**src/rtl/proc_context_ctrl.sv**
```systemverilog
// Kernel/user register-bank context sequencer.
// Handles dispatch, syscall, I/O interrupt and time-slice preemption.
module proc_context_ctrl #(
    parameter int unsigned DATA_WIDTH    = 32,
    parameter int unsigned QW            = 16,
    parameter int unsigned OS_VECTOR     = 0,
    parameter int unsigned VEC_STRIDE    = 4,
    parameter int unsigned CAUSE_TIMER   = 1,
    parameter int unsigned CAUSE_SYSCALL = 2,
    parameter int unsigned CAUSE_IO_BASE = 8
) (
    input  logic                  clk,
    input  logic                  rst_n,
    input  logic                  exec_proc_i,
    input  logic [DATA_WIDTH-1:0] target_pc_i,
    input  logic [QW-1:0]         quantum_i,
    input  logic [DATA_WIDTH-1:0] cur_pc_i,
    input  logic                  syscall_i,
    input  logic                  io_req_i,
    input  logic [3:0]            io_code_i,
    output logic                  io_ack_o,
    output logic                  rd_shft_enabler_o,
    output logic                  wrt_shft_enabler_o,
    output logic                  save_proc_pc_o,
    output logic [DATA_WIDTH-1:0] proc_pc_o,
    output logic                  pc_load_o,
    output logic [DATA_WIDTH-1:0] pc_target_o,
    output logic                  stall_o,
    output logic                  user_mode_o
);

    localparam int unsigned CW = 8;

    typedef enum logic [2:0] {
        S_KERNEL,
        S_DISPATCH,
        S_USER,
        S_SAVE,
        S_VECTOR
    } state_e;

    state_e                state_q, state_d;
    logic [DATA_WIDTH-1:0] resume_pc_q, resume_pc_d;
    logic [DATA_WIDTH-1:0] proc_pc_q, proc_pc_d;
    logic [QW-1:0]         cnt_q, cnt_d;
    logic                  qnz_q, qnz_d;
    logic [CW-1:0]         cause_q, cause_d;
    logic                  io_q, io_d;
    logic                  en_q, en_d;

    logic                  in_user;
    logic                  ev_sys;
    logic                  ev_io;
    logic                  ev_tmr;
    logic                  ev_any;
    logic [DATA_WIDTH-1:0] vec_pc;

    // Event decode in USER: syscall beats io beats timer.
    always_comb begin
        in_user = (state_q == S_USER);
        ev_sys  = in_user && syscall_i;
        ev_io   = in_user && !syscall_i && io_req_i;
        ev_tmr  = in_user && !syscall_i && !io_req_i
                  && qnz_q && (cnt_q == '0);
        ev_any  = ev_sys || ev_io || ev_tmr;
        vec_pc  = DATA_WIDTH'(OS_VECTOR)
                  + DATA_WIDTH'(cause_q) * DATA_WIDTH'(VEC_STRIDE);
    end

    // State register.
    always_ff @(posedge clk or negedge rst_n) begin
        if (!rst_n) begin
            state_q <= S_KERNEL;
        end else begin
            state_q <= state_d;
        end
    end

    // Next-state logic.
    always_comb begin
        state_d = state_q;
        unique case (state_q)
            S_KERNEL:   if (exec_proc_i) state_d = S_DISPATCH;
            S_DISPATCH: state_d = S_USER;
            S_USER:     if (ev_any) state_d = S_SAVE;
            S_SAVE:     state_d = S_VECTOR;
            S_VECTOR:   state_d = S_KERNEL;
            default:    state_d = S_KERNEL;
        endcase
    end

    // Per-state output strobes.
    always_comb begin
        stall_o        = 1'b0;
        pc_load_o      = 1'b0;
        pc_target_o    = '0;
        save_proc_pc_o = 1'b0;
        io_ack_o       = 1'b0;
        unique case (state_q)
            S_DISPATCH: begin
                stall_o     = 1'b1;
                pc_load_o   = 1'b1;
                pc_target_o = resume_pc_q;
            end
            S_USER: begin
                stall_o = ev_io || ev_tmr;
            end
            S_SAVE: begin
                stall_o        = 1'b1;
                save_proc_pc_o = 1'b1;
                io_ack_o       = io_q;
            end
            S_VECTOR: begin
                stall_o     = 1'b1;
                pc_load_o   = 1'b1;
                pc_target_o = vec_pc;
            end
            default: begin
                stall_o = 1'b0;
            end
        endcase
    end

    // Context datapath next values.
    always_comb begin
        resume_pc_d = resume_pc_q;
        cnt_d       = cnt_q;
        qnz_d       = qnz_q;
        proc_pc_d   = proc_pc_q;
        cause_d     = cause_q;
        io_d        = io_q;
        if (state_q == S_KERNEL && exec_proc_i) begin
            resume_pc_d = target_pc_i;
            cnt_d       = quantum_i;
            qnz_d       = (quantum_i != '0);
        end
        if (in_user && !ev_any && cnt_q != '0) begin
            cnt_d = cnt_q - QW'(1);
        end
        if (ev_any) begin
            io_d = ev_io;
            if (ev_sys) begin
                proc_pc_d = cur_pc_i + DATA_WIDTH'(1);
                cause_d   = CW'(CAUSE_SYSCALL);
            end else if (ev_io) begin
                proc_pc_d = cur_pc_i;
                cause_d   = CW'(CAUSE_IO_BASE) + CW'(io_code_i);
            end else begin
                proc_pc_d = cur_pc_i;
                cause_d   = CW'(CAUSE_TIMER);
            end
        end
        en_d = (state_d == S_DISPATCH) || (state_d == S_USER);
    end

    // Context registers and registered bank select.
    always_ff @(posedge clk or negedge rst_n) begin
        if (!rst_n) begin
            resume_pc_q <= '0;
            cnt_q       <= '0;
            qnz_q       <= 1'b0;
            proc_pc_q   <= '0;
            cause_q     <= '0;
            io_q        <= 1'b0;
            en_q        <= 1'b0;
        end else begin
            resume_pc_q <= resume_pc_d;
            cnt_q       <= cnt_d;
            qnz_q       <= qnz_d;
            proc_pc_q   <= proc_pc_d;
            cause_q     <= cause_d;
            io_q        <= io_d;
            en_q        <= en_d;
        end
    end

    assign rd_shft_enabler_o  = en_q;
    assign wrt_shft_enabler_o = en_q;
    assign proc_pc_o          = proc_pc_q;
    assign user_mode_o        = in_user;

endmodule

```
**config.mk**
```make
export PLATFORM = sky130hd
export DESIGN_NAME = proc_context_ctrl
export DESIGN_NICKNAME = d
export VERILOG_FILES = /design/src/rtl/proc_context_ctrl.sv
export SDC_FILE = /design/constraint.sdc
export NUM_CORES = 1
export LEC_CHECK = 0
export CORE_UTILIZATION = 46
export CTS_CLUSTER_DIAMETER = 150
export CTS_CLUSTER_SIZE = 25
export DETAILED_ROUTE_END_ITERATION = 10
export HOLD_SLACK_MARGIN = 0.03
export PLACE_DENSITY_LB_ADDON = 0.12
export SLEW_MARGIN = 20
export SYNTH_ARGS = -nofsm -noshare
export SYNTH_HDL_FRONTEND = slang
export SYNTH_SLANG_ARGS = --single-unit
```
**constraint.sdc**
```tcl
create_clock -name clk -period 2.8 [get_ports clk]
set_input_delay 0.28 -clock clk [delete_from_list [all_inputs] [get_ports clk]]
set_output_delay 0.28 -clock clk [all_outputs]
set_load 0.05 [all_outputs]
```
==> After elaboration in Yosys (flattened, before gate mapping) <==
Cells that the tools add are included.
{ "word_totals": {"reg_bits": 94, "latch_bits": 0, "ram_bits": 0, "romBits": 0, "output_inout_bits": 71, "word_cells": 53, "n_memories": 0} }
{ "classes": {"n_addsub": 3, "mul": 0, "div": 0, "order_cmp": 0, "eq_ne": 6, "shifts": 0, "muxes": 13, "bitwise_logic": 0, "reduce_logical": 23} }
{ "op_table": {"columns": ["operator", "count"], "rows": [
  ["$pmux W32 S2", 1],
  ["$add A32 B1 Y32 const B", 1],
  ["$mux W16", 2],
  ["$mux W32", 1],
  ["$reduce_bool A16 Y1", 2],
  ["$logic_not A16 Y1", 1],
  ["$sub A16 B1 Y16 const B", 1],
  ["$pmux W3 S4", 1],
  ["$mux W5", 2],
  ["$eq A3 B2 Y1 const B", 3],
  ["$logic_and A1 B1 Y1", 9],
  ["$eq A3 B1 Y1 const B", 2],
  ["$mux W3", 2],
  ["$add A4 B4 Y5 const A", 1],
  ["$logic_or A1 B1 Y1", 4],
  ["$eq A3 B3 Y1 const B", 1],
  ["$logic_not A1 Y1", 3],
  ["$logic_not A3 Y1", 1],
  ["$mux W1", 3],
  ["$reduce_or A3 Y1", 1],
  ["$pmux W1 S2", 1],
  ["$reduce_bool A2 Y1", 1],
  ["$reduce_or A2 Y1", 1]
]} }

==> Logic depth before layout (Yosys ltp) <==
Gate-level depths: netlist of the first run.
{ "logic_depth": {"word_depth": 10, "ltp_mapped": 10, "mapped_depth_nobuf": 7} }

==> Worst setup path before layout of the first run <==
Ideal clock, no wire load.
{ "synth_timing": {"kind": "register -> output", "startpoint": "reg cnt_q[7]", "endpoint": "out stall_o", "arrival_ps": 2253, "required_time_ps": 2520, "setup_slack_ps": 267, "stages_incl_launch_ff": 6, "path_cell_list": "dfrtp_1 -> or4_4 -> nor2_1 -> a31o_2 -> a31oi_1 -> o22ai_1"} }
{ "synth_between": {"elab_chain_len": 4} }
{ "synth_lines": {"columns": ["item", "line_no", "rtl"], "rows": [
  ["start: declaration", "45", "logic [QW-1:0] cnt_q, cnt_d;"],
  ["start signal: assignment", "168", "cnt_q <= cnt_d;"],
  ["$logic_not A16 Y1", "64", "&& qnz_q && (cnt_q == '0);"],
  ["$logic_and A1 B1 Y1", "64", null],
  ["$logic_or A1 B1 Y1", "106", "stall_o = ev_io || ev_tmr;"],
  ["$pmux W1 S2", "99", "unique case (state_q)"],
  ["end: declaration", "28", "output logic stall_o,"]
]} }
No other way between the ends.

==> Worst setup path in the final report of the first run <==
{ "layout_timing": {"startpoint": "reg state_q[0]", "endpoint": "out user_mode_o"} }
{ "layout_between": {"elab_chain_len": 1} }
{ "layout_lines": {"columns": ["item", "line_no", "rtl"], "rows": [
  ["start: declaration", "42", "state_e state_q, state_d;"],
  ["start signal: assignment", "75", "state_q <= state_d;"],
  ["$eq A3 B2 Y1", "60", "in_user = (state_q == S_USER);"],
  ["end: declaration", "29", "output logic user_mode_o"]
]} }
No other way between the ends.

==> metrics, run 1 <==
DRC errors left=0; final setup vio count=0; area growth from synthesis to final layout=47.7%; Storage cell area=2280 um^2; Fmax achieved=368 MHz; CP top delay family=buffers and inverters; DRT Wirelength=between 10 and 15 mm; RSZ-0062 raised after global routing=false; wire length per cell=between 15 and 20 um; via count of the routed design=roughly 4500; maximum ir drop on the vdd rail=between 0.0005 and 0.0006 V; PD cells=~1100 nW/um^2; number of I/O pins=between 150 and 200; part of the total power dissipated in the clock network=13.5%; total stage count of the critical path=3; number of distinct library cell variants in the gate-level netlist after synthesis=54; CTS root buffer=clkbuf_8; sum of negative setup slack=0 ns; CP required=about 2.5 ns; clock sink total=91; reg-to-reg critical path startpoint=cnt_q[7]$_DFFE_PN0P_; top area cells in the synthesized netlist=dfrtp_1, nand2_1, and2_1; syn avg cell area=8.62 um^2; Core Footprint=roughly 10000 um^2; Worst Reg-to-Reg Cells=6; latest clock arrival within the worst-skew pair=between 0.3 and 0.4 ns; Post-CTS Setup Repair Bufs=0; Net Sw Frac=roughly 47%; area of combinational cells with multiple inputs=roughly 2400 um^2; Die H=between 100 and 150 um; r2r endpoint=proc_pc_o[17]$_DFFE_PN0P_; PnR Total Power=7.69 mW; final max-slew violation count=0; count of flip-flops with a built-in enable after synthesis=0; Placement Rows=36; reported leakage power=~3 nW; proportion of power drawn by combinational gates=a little under three fifths; critical path class=flop to output pin; transition time of the tightest slew-check pin=just under 0.8 ns; internal portion of total power=about 4.1 mW; final HPWL from detailed placement=between 9 and 10 mm; vias in the first global route=about 4300; largest net degree at the start of global routing=49; drt pass-1 iters=5; status=completed; CTS tree=done; number of antenna violations at the first check in global routing=0; Synth async-reset ratio=100%; clk_skew=0.0194 ns; sequential element share of the synthesized area=47.5%; critical path cell sequence=or3b_1 > inv_1 > clkdlybuf4s50_1; Slew headroom=48.5%; Initial Util=48.2%; post-route ant nets=0; part of the cycle the worst path needs=a little over nine tenths; post-synthesis cell count=roughly 560; arrival time of the worst setup path=about 2.4 ns; number of diodes=0; Most used DFF post-synth=dfrtp_1; post-synthesis instance area=4790 um^2; cell type with the highest aggregate area in the netlist=dfrtp_1; Startpoint Class=flop; cell with the largest stage delay on the worst path=clkdlybuf4s50_1; Synth warnings=0; final number of hold-violating endpoints=0; commonest cells in the synthesized netlist=nand2_1, dfrtp_1, and2_1; Net Sw Power=3.59 mW; die outline area=~11000 um^2; Filler Cell Count=764; first-pass GRT wire length=20.7 mm; horizontal extent of the die=~100 um; number of nets in the layout=around 800; initial DRC count=~250; Final GP Congestion=between 0.8 and 0.9; Critical Path Max Stage Delay=between 0.8 and 0.9 ns; overall routing resource usage=between 20% and 30%; Crit path buffers/inverters=2; Period minus WS final=~2.7 ns; deepest clock path buffer count=2; clock edge transition at the registers on the reported setup and hold paths=0.11 ns; total of max-cap violations=0; overall overflow remaining after global route=0; fraction of post-synthesis cell area in the top cell type by area=47.5%; top-count cell post-synth=nand2_1; TritonCTS buffer count=9; number of synthesized register bits=between 90 and 100; via-per-instance ratio=about 5.4; # H-tree levels=3; worst reg2reg setup slack=approximately 0.25 ns; critical path capture point type=output pin; end point of the critical path=user_mode_o; part of the power in registers=30.8%; Critical Path Start=state_q[0]$_DFF_PN0_; number of port buffers=around 160; largest fanout on the critical path=10; syn nets=around 650; type of the tightest min-delay check=primary input to asynchronous set/reset pin; share of cells above drive strength 1=10.2%
-- worst min-delay path by stage --
stage                          startpoint                           to  slack (ns)  cells after the start
final                               rst_n         cnt_q[5]$_DFFE_PN0P_        0.42                      2
after global routing      target_pc_i[24]  resume_pc_q[24]$_DFFE_PN0P_        0.43                      3
after CTS                 target_pc_i[23]  resume_pc_q[23]$_DFFE_PN0P_        0.42                      3
after detailed placement            rst_n         cnt_q[5]$_DFFE_PN0P_        0.32                      1
after global placement              rst_n         cnt_q[5]$_DFFE_PN0P_        0.32                      1
after floorplan                     rst_n       cause_q[0]$_DFFE_PN0P_       -0.02                      0
-- routing by layer --
metal / vias up / global-route usage (%) / routed length (um)
met4: 0 / 7.45 / 185
met2: 197 / 39.5 / 6040
met5: - / 0 / 0
li1: 2200 / - / -
met1: 2095 / 30.0 / 5520
met3: 21 / 6.89 / 1050
-- logic make-up after synthesis --
kind of cell / after synthesis / synth area share, %
flip-flops: 91 / 47.5
AND/OR/NAND/NOR: 299 / 30.7
multiplexers: 1 / 0.209
XOR/XNOR: 31 / 5.66
adder cells (fa/ha/maj): 3 / 0.783
AO/OA/AOI/OAI: 87 / 11.4
buffers and inverters: 44 / 3.73
-- cell usage in the layout, fill, tap and decap left out, drive strengths merged, types with 3 or more instances in the layout --
master,synthesis,layout
inv,11,11
xor2,10,10
nor2b,4,4
and3,4,4
nand3,12,12
or3,6,6
nor2,21,21
o211ai,4,4
dlymetal6s2s,0,4
or2,3,3
or4,5,5
o22ai,5,5
clkdlybuf4s50,0,126
nand4,12,12
a21oi,13,13
nor3,16,16
and4,7,7
a22oi,5,5
buf,11,38
nor4,15,15
xnor2,21,21
clkbuf,22,11
nand2,153,153
o21ai,38,38
ha,3,3
dfrtp,91,91
and2,33,33
o311ai,5,5
-- per-stage QoR --
step                std cells  utilization (%)  hold WS [ns]  area, um^2  worst slack, ns
detailed placement        824             68.4         0.317        6810            0.215
finish                    841             71.1         0.425        7080           0.0856
global placement          824             68.4         0.317        6810            0.290
global route              841             71.1         0.435        7080          0.00268
CTS                       841             70.9         0.422        7060           0.0287
floorplan                 556                -       -0.0156        4790            0.267
-- flip-flops by register name, summed over array words and instances, names as in the netlist --
name               cells
proc_pc_o             32
resume_pc_q           32
cnt_q                 16
cause_q                5
state_q                3
io_q                   1
qnz_q                  1
rd_shft_enabler_o      1
-- power groups by stage --
stage          registers (mW)  clock network [mW]  logic, mW
2_1_floorplan            3.07                   0       1.90
3_3_place_gp             2.34                   0       4.20
3_5_place_dp             2.38                   0       4.30
4_1_cts                  2.36                1.05       4.30
5_1_grt                  2.44                1.11       4.57
6_report                 2.37                1.04       4.28
-- what timing repair did --
| action | CTS | global route |
|---|---|---|
| cloned | 0 | 0 |
| hold buffers | 1 | 0 |
| resized for setup | 1 | 7 |
| endpoints found under the hold margin | 43 | 0 |
| endpoints found under the setup margin | 1 | 5 |
-- layout make-up --
class | count | area share [%]
Clock buffer | 11 | 2.14
Clock inverter | 5 | 1.20
Multi-Input combinational cell | 421 | 33.6
Inverter | 11 | 0.583
Sequential cell | 91 | 32.2
Timing Repair Buffer | 169 | 28.0
Tap cell | 133 | 2.35
No activity file was read; power rests on OpenSTA's default activity.
==> run 2: changes to the inputs <==
--- a/config.mk
+++ b/config.mk
@@ -5,8 +5,8 @@
 export SDC_FILE = /design/constraint.sdc
 export NUM_CORES = 1
 export LEC_CHECK = 0
-export CORE_UTILIZATION = 46
-export CTS_CLUSTER_DIAMETER = 150
+export CORE_UTILIZATION = 50
+export CTS_CLUSTER_DIAMETER = 200
 export CTS_CLUSTER_SIZE = 25
 export DETAILED_ROUTE_END_ITERATION = 10
 export HOLD_SLACK_MARGIN = 0.03
==> constraint.sdc (replaced) <==
create_clock -name clk -period 3.3 [get_ports clk]
set_input_delay 0.33 -clock clk [delete_from_list [all_inputs] [get_ports clk]]
set_output_delay 0.33 -clock clk [all_outputs]
set_load 0.05 [all_outputs]
==> run 2 against run 1 <==
Final cell count shrank 0.59%. Clock skew shrank 0.0050 ns. Sequential power shrank 14%. Count of clock-buffer cells in the layout shrank 2. Clock power shrank 33%. Power shrank 22%. Wire length shrank 5.9%. Via count shrank 0.69%. Largest power group unchanged. Highest routed layer unchanged.
==> metrics, run 2 (synthesized netlist as in run 1, its figures left out) <==
area growth from synthesis to final layout=39.3%; horizontal extent of the die=between 90 and 100 um; total of max-cap violations=0; clock sink total=91; final max-slew violation count=0; initial DRC count=between 150 and 200; sum of negative setup slack=0 ns; post-route ant nets=0; type of the tightest min-delay check=flop to flop; part of the cycle the worst path needs=86.1%; reg-to-reg critical path startpoint=state_q[1]$_DFF_PN0_; number of nets in the layout=just under 800; final HPWL from detailed placement=roughly 8.9 mm; Filler Cell Count=750; Core Footprint=9280 um^2; critical path class=flop to output pin; clock edge transition at the registers on the reported setup and hold paths=roughly 0.090 ns; clk_skew=around 0.014 ns; arrival time of the worst setup path=2.51 ns; status=completed; Post-CTS Setup Repair Bufs=0; TritonCTS buffer count=9; Die H=~100 um; share of cells above drive strength 1=5.66%; final setup vio count=0; PD cells=around 900 nW/um^2; RSZ-0062 raised after global routing=false; Startpoint Class=flop; vias in the first global route=about 4400; largest fanout on the critical path=17; overall overflow remaining after global route=0; hold_buf cts=1; transition time of the tightest slew-check pin=about 0.93 ns; Slew headroom=37.9%; Period minus WS final=2.84 ns; CTS root buffer=clkbuf_8; worst reg2reg setup slack=about 0.73 ns; leading cell types in the layout, fill and taps excluded=clkdlybuf4s50_1, nand2_1, dfrtp_1; leading cell type in the layout, fill and taps excluded=clkdlybuf4s50_1; CTS tree=done; # H-tree levels=3; standard cell area after detailed placement=~6500 um^2; CP required=between 2 and 3 ns; first-pass GRT wire length=approximately 20 mm; Worst Min Path Start=resume_pc_q[10]$_DFFE_PN0P_; number of gates resized after cts=0; wire length per cell=~14 um; latest clock arrival within the worst-skew pair=between 0.3 and 0.4 ns; worst hold margin=around 0.47 ns; final number of hold-violating endpoints=0; drt pass-1 iters=6; worst-case hold path end point=resume_pc_q[10]$_DFFE_PN0P_; die outline area=9980 um^2; critical path capture point type=output pin; reported leakage power=approximately 2.8 nW; Final GP Congestion=0.816; Fmax achieved=between 300 and 400 MHz; r2r endpoint=proc_pc_o[23]$_DFFE_PN0P_; via count of the routed design=4482; largest net degree at the start of global routing=51; Initial Util=51.6%; overall routing resource usage=~25%; area of all placed cells without fillers=roughly 6700 um^2; PnR Total Power=approximately 6.0 mW; WHS Path Cells=2; maximum ir drop on the vdd rail=around 0.00063 V; Placement Rows=35; Worst Reg-to-Reg Cells=6; number of diodes=0; via-per-instance ratio=approximately 5.4; number of port buffers=159; DRT Wirelength=roughly 12 mm; number of I/O pins=160; DRC errors left=0; number of antenna violations at the first check in global routing=0; deepest clock path buffer count=2
run 2: changes by cell type in the layout (fill, tap and decap cells not counted), sizes merged, moves of 2 or more:
cell / before / now
clkdlybuf4s50: 126 / 157
clkbuf: 11 / 9
bufinv: 2 / 0
inv: 11 / 15
buf: 38 / 10
dlymetal6s2s: 4 / 0
run 2: area by class of cell:
class                           count  area [um^2]  area share (%)
Multi-Input combinational cell    421         2360            35.4
Sequential cell                    91         2280            34.1
Timing Repair Buffer              168         1660            24.8
Tap cell                          129          161            2.42
Clock buffer                        9          124            1.85
Clock inverter                      7         55.1           0.824
Inverter                           11         41.3           0.618
run 2: routing by layer:
layer / global-route usage, % / up-vias / wire (um)
li1: - / 2203 / -
met1: 31.1 / 2114 / 5190
met2: 41.8 / 148 / 5890
met3: 5.71 / 17 / 740
met4: 9.05 / 0 / 222
met5: 0 / - / 0
run 2: stage by stage:
stage          cells  util, %  setup WS (ns)
4_1_cts          836     71.9          0.452
3_3_place_gp     819     69.9          0.767
2_1_floorplan    556        -          0.717
6_report         836     71.9          0.460
3_5_place_dp     819     69.9          0.693
5_1_grt          836     71.9          0.279
run 2: power breakdown:
group	internal, mW	switching, mW	leakage (nW)
Clock	0.283	0.418	0.0870
Sequential	1.65	0.393	1.12
Combinational	1.14	2.14	1.59
run 2: worst max path at each step:
stage	cells past startpoint	slack [ns]	startpoint	endpoint
finish	3	0.46	state_q[1]$_DFF_PN0_	user_mode_o
CTS	3	0.45	state_q[1]$_DFF_PN0_	user_mode_o
floorplan	5	0.72	cnt_q[7]$_DFFE_PN0P_	stall_o
global placement	7	0.77	syscall_i	proc_pc_o[19]$_DFFE_PN0P_
detailed placement	6	0.69	cur_pc_i[12]	proc_pc_o[29]$_DFFE_PN0P_
global route	4	0.28	state_q[0]$_DFF_PN0_	pc_target_o[4]
run 2: worst max-delay path, stage by stage (launching register included):
cell and delay [ns]:
dfrtp_1 0.66, or3b_1 0.47, inv_1 0.18, clkdlybuf4s50_1 0.85
==> run 3: changes to the inputs <==
--- a/config.mk
+++ b/config.mk
@@ -15,3 +15,4 @@
 export SYNTH_ARGS = -nofsm -noshare
 export SYNTH_HDL_FRONTEND = slang
 export SYNTH_SLANG_ARGS = --single-unit
+export TNS_END_PERCENT = 5
==> constraint.sdc (replaced) <==
create_clock -name clk -period 3.65 [get_ports clk]
set_input_delay 0.365 -clock clk [delete_from_list [all_inputs] [get_ports clk]]
set_output_delay 0.365 -clock clk [all_outputs]
set_load 0.05 [all_outputs]
==> run 3 against run 2 <==
Power decreased by 4.8%. Highest routed layer unchanged. First-iteration DRC count increased by 11%. Sequential power decreased by 9%. Combinational power decreased by 8.5%. Clock skew about the same. Largest power group unchanged. Register-to-register slack improved by 0.31 ns. Flip-flop and latch count unchanged. Die area unchanged.
==> metrics, run 3 (synthesized netlist as in run 1, its figures left out) <==
maximum ir drop on the vdd rail=between 0.0004 and 0.0005 V; Startpoint Class=flop; Filler Cell Count=740; critical path class=flop to output pin; largest fanout on the critical path=7; post-route ant nets=0; # H-tree levels=3; Period minus WS final=approximately 3.4 ns; Die H=99.9 um; via-per-instance ratio=5.44; number of gates resized after cts=0; reported leakage power=roughly 2.8 nW; CP required=approximately 3.3 ns; number of diodes=0; critical path capture point type=output pin; Slew headroom=between 50% and 60%; share of cells above drive strength 1=approximately 5.4%; CTS root buffer=clkbuf_8; total met2 wirelength after detailed routing=~6.3 mm; routed wire length on met3=around 840 um; metal1 wirelength=5.24 mm; status=completed; vias in the first global route=about 4300; Fmax achieved=between 200 and 300 MHz; min setup slack post-route=0.264 ns; die outline area=approximately 10000 um^2; number of port buffers=between 150 and 200; overall overflow remaining after global route=0; latest clock arrival within the worst-skew pair=around 0.36 ns; final number of hold-violating endpoints=0; type of the tightest min-delay check=primary input to asynchronous set/reset pin; largest net degree at the start of global routing=71; wire length per cell=approximately 15 um; drt pass-1 iters=4; horizontal extent of the die=around 100 um; final max-slew violation count=0; pre-CTS worst setup slack=0.686 ns; Final Instance Count excl. Fillers=835; Core Footprint=9280 um^2; part of the cycle the worst path needs=92.8%; Post-Place Cells=between 800 and 900; number of nets in the layout=around 790; standard cell area after detailed placement=roughly 6500 um^2; top sig layer=met4; overall routing resource usage=25.7%; first-pass GRT wire length=between 20 and 25 mm; final HPWL from detailed placement=~9 mm; DRT Wirelength=12.4 mm; DRC errors left=0; number of I/O pins=160; leading cell type in the layout, fill and taps excluded=clkdlybuf4s50_1; RSZ-0062 raised after global routing=false; Final GP Congestion=around 0.87; clk_skew=between 0.01 and 0.015 ns; Placement Rows=35; number of antenna violations at the first check in global routing=0; sum of negative setup slack=0 ns; initial DRC count=approximately 170; total of max-cap violations=0; deepest clock path buffer count=2; Initial Util=roughly half; CTS tree=done; clock sink total=a little over 90; transition time of the tightest slew-check pin=0.612 ns; TritonCTS buffer count=9; area growth from synthesis to final layout=41.1%; PD cells=~850 nW/um^2; final setup vio count=0; arrival time of the worst setup path=between 3 and 4 ns; area of all placed cells without fillers=roughly 6800 um^2; leading cell types in the layout, fill and taps excluded=clkdlybuf4s50_1, nand2_1, dfrtp_1; via count of the routed design=between 4000 and 5000; clock edge transition at the registers on the reported setup and hold paths=~0.090 ns; final standard cell utilization of the core=between 70% and 80%
## run 3: cell types whose count changed in the layout (fill, tap and decap cells not counted), sizes merged
cell and change:
buf -1, bufinv +4, inv -4, clkbuf +1
clkinvlp -2, clkdlybuf4s50 +1
## run 3: final timing paths
check	to	from	slack (ns)	cells after the start
min	cnt_q[3]$_DFFE_PN0P_	rst_n	0.44	2
min reg2reg	resume_pc_q[14]$_DFFE_PN0P_	resume_pc_q[14]$_DFFE_PN0P_	0.47	2
max in group asynchronous	resume_pc_q[2]$_DFFE_PN0P_	rst_n	2.35	3
max reg2reg	proc_pc_o[3]$_DFFE_PN0P_	state_q[1]$_DFF_PN0_	1.04	6
max	stall_o	cnt_q[7]$_DFFE_PN0P_	0.26	6
min in group clk	resume_pc_q[14]$_DFFE_PN0P_	resume_pc_q[14]$_DFFE_PN0P_	0.47	2
## run 3: final cells by class
class,count,area (um^2),share of cell area [%]
Tap cell,129,161,2.39
Sequential cell,91,2280,33.7
Timing Repair Buffer,168,1660,24.5
Inverter,11,41.3,0.610
Clock buffer,10,138,2.03
Multi-Input combinational cell,421,2360,34.9
Clock inverter,5,125,1.85
## run 3: power breakdown
group          internal, mW  switching [mW]  total [mW]
Combinational          1.04            1.96        3.00
Clock                 0.538           0.344       0.882
Sequential             1.49           0.363        1.85
## run 3: timing repair
action	in CTS	in global routing
hold endpoints to repair	20	0
hold buffers	1	0
setup buffers	0	0
## run 3: metrics by stage
step	power, mW	hold slack, ns
after CTS	5.76	0.442
after global placement	4.76	0.273
after detailed placement	4.86	0.278
after floorplan	3.81	0.0694
final	5.73	0.438
after global routing	6.10	0.461
## run 3: metal layers
layer | vias to the layer above | global-route usage, %
met3 | 10 | 5.43
met1 | 2162 | 31.9
met2 | 169 | 44.9
met5 | - | 0
li1 | 2198 | -
met4 | 0 | 7.69
## run 3: critical path: stages, from the launching register on
cell,delay (ns)
dfrtp_1,0.44
or4_4,0.59
nor2_1,0.28
a31o_2,0.23
a31oi_1,0.09
o22ai_1,0.16
clkdlybuf4s50_1,0.87
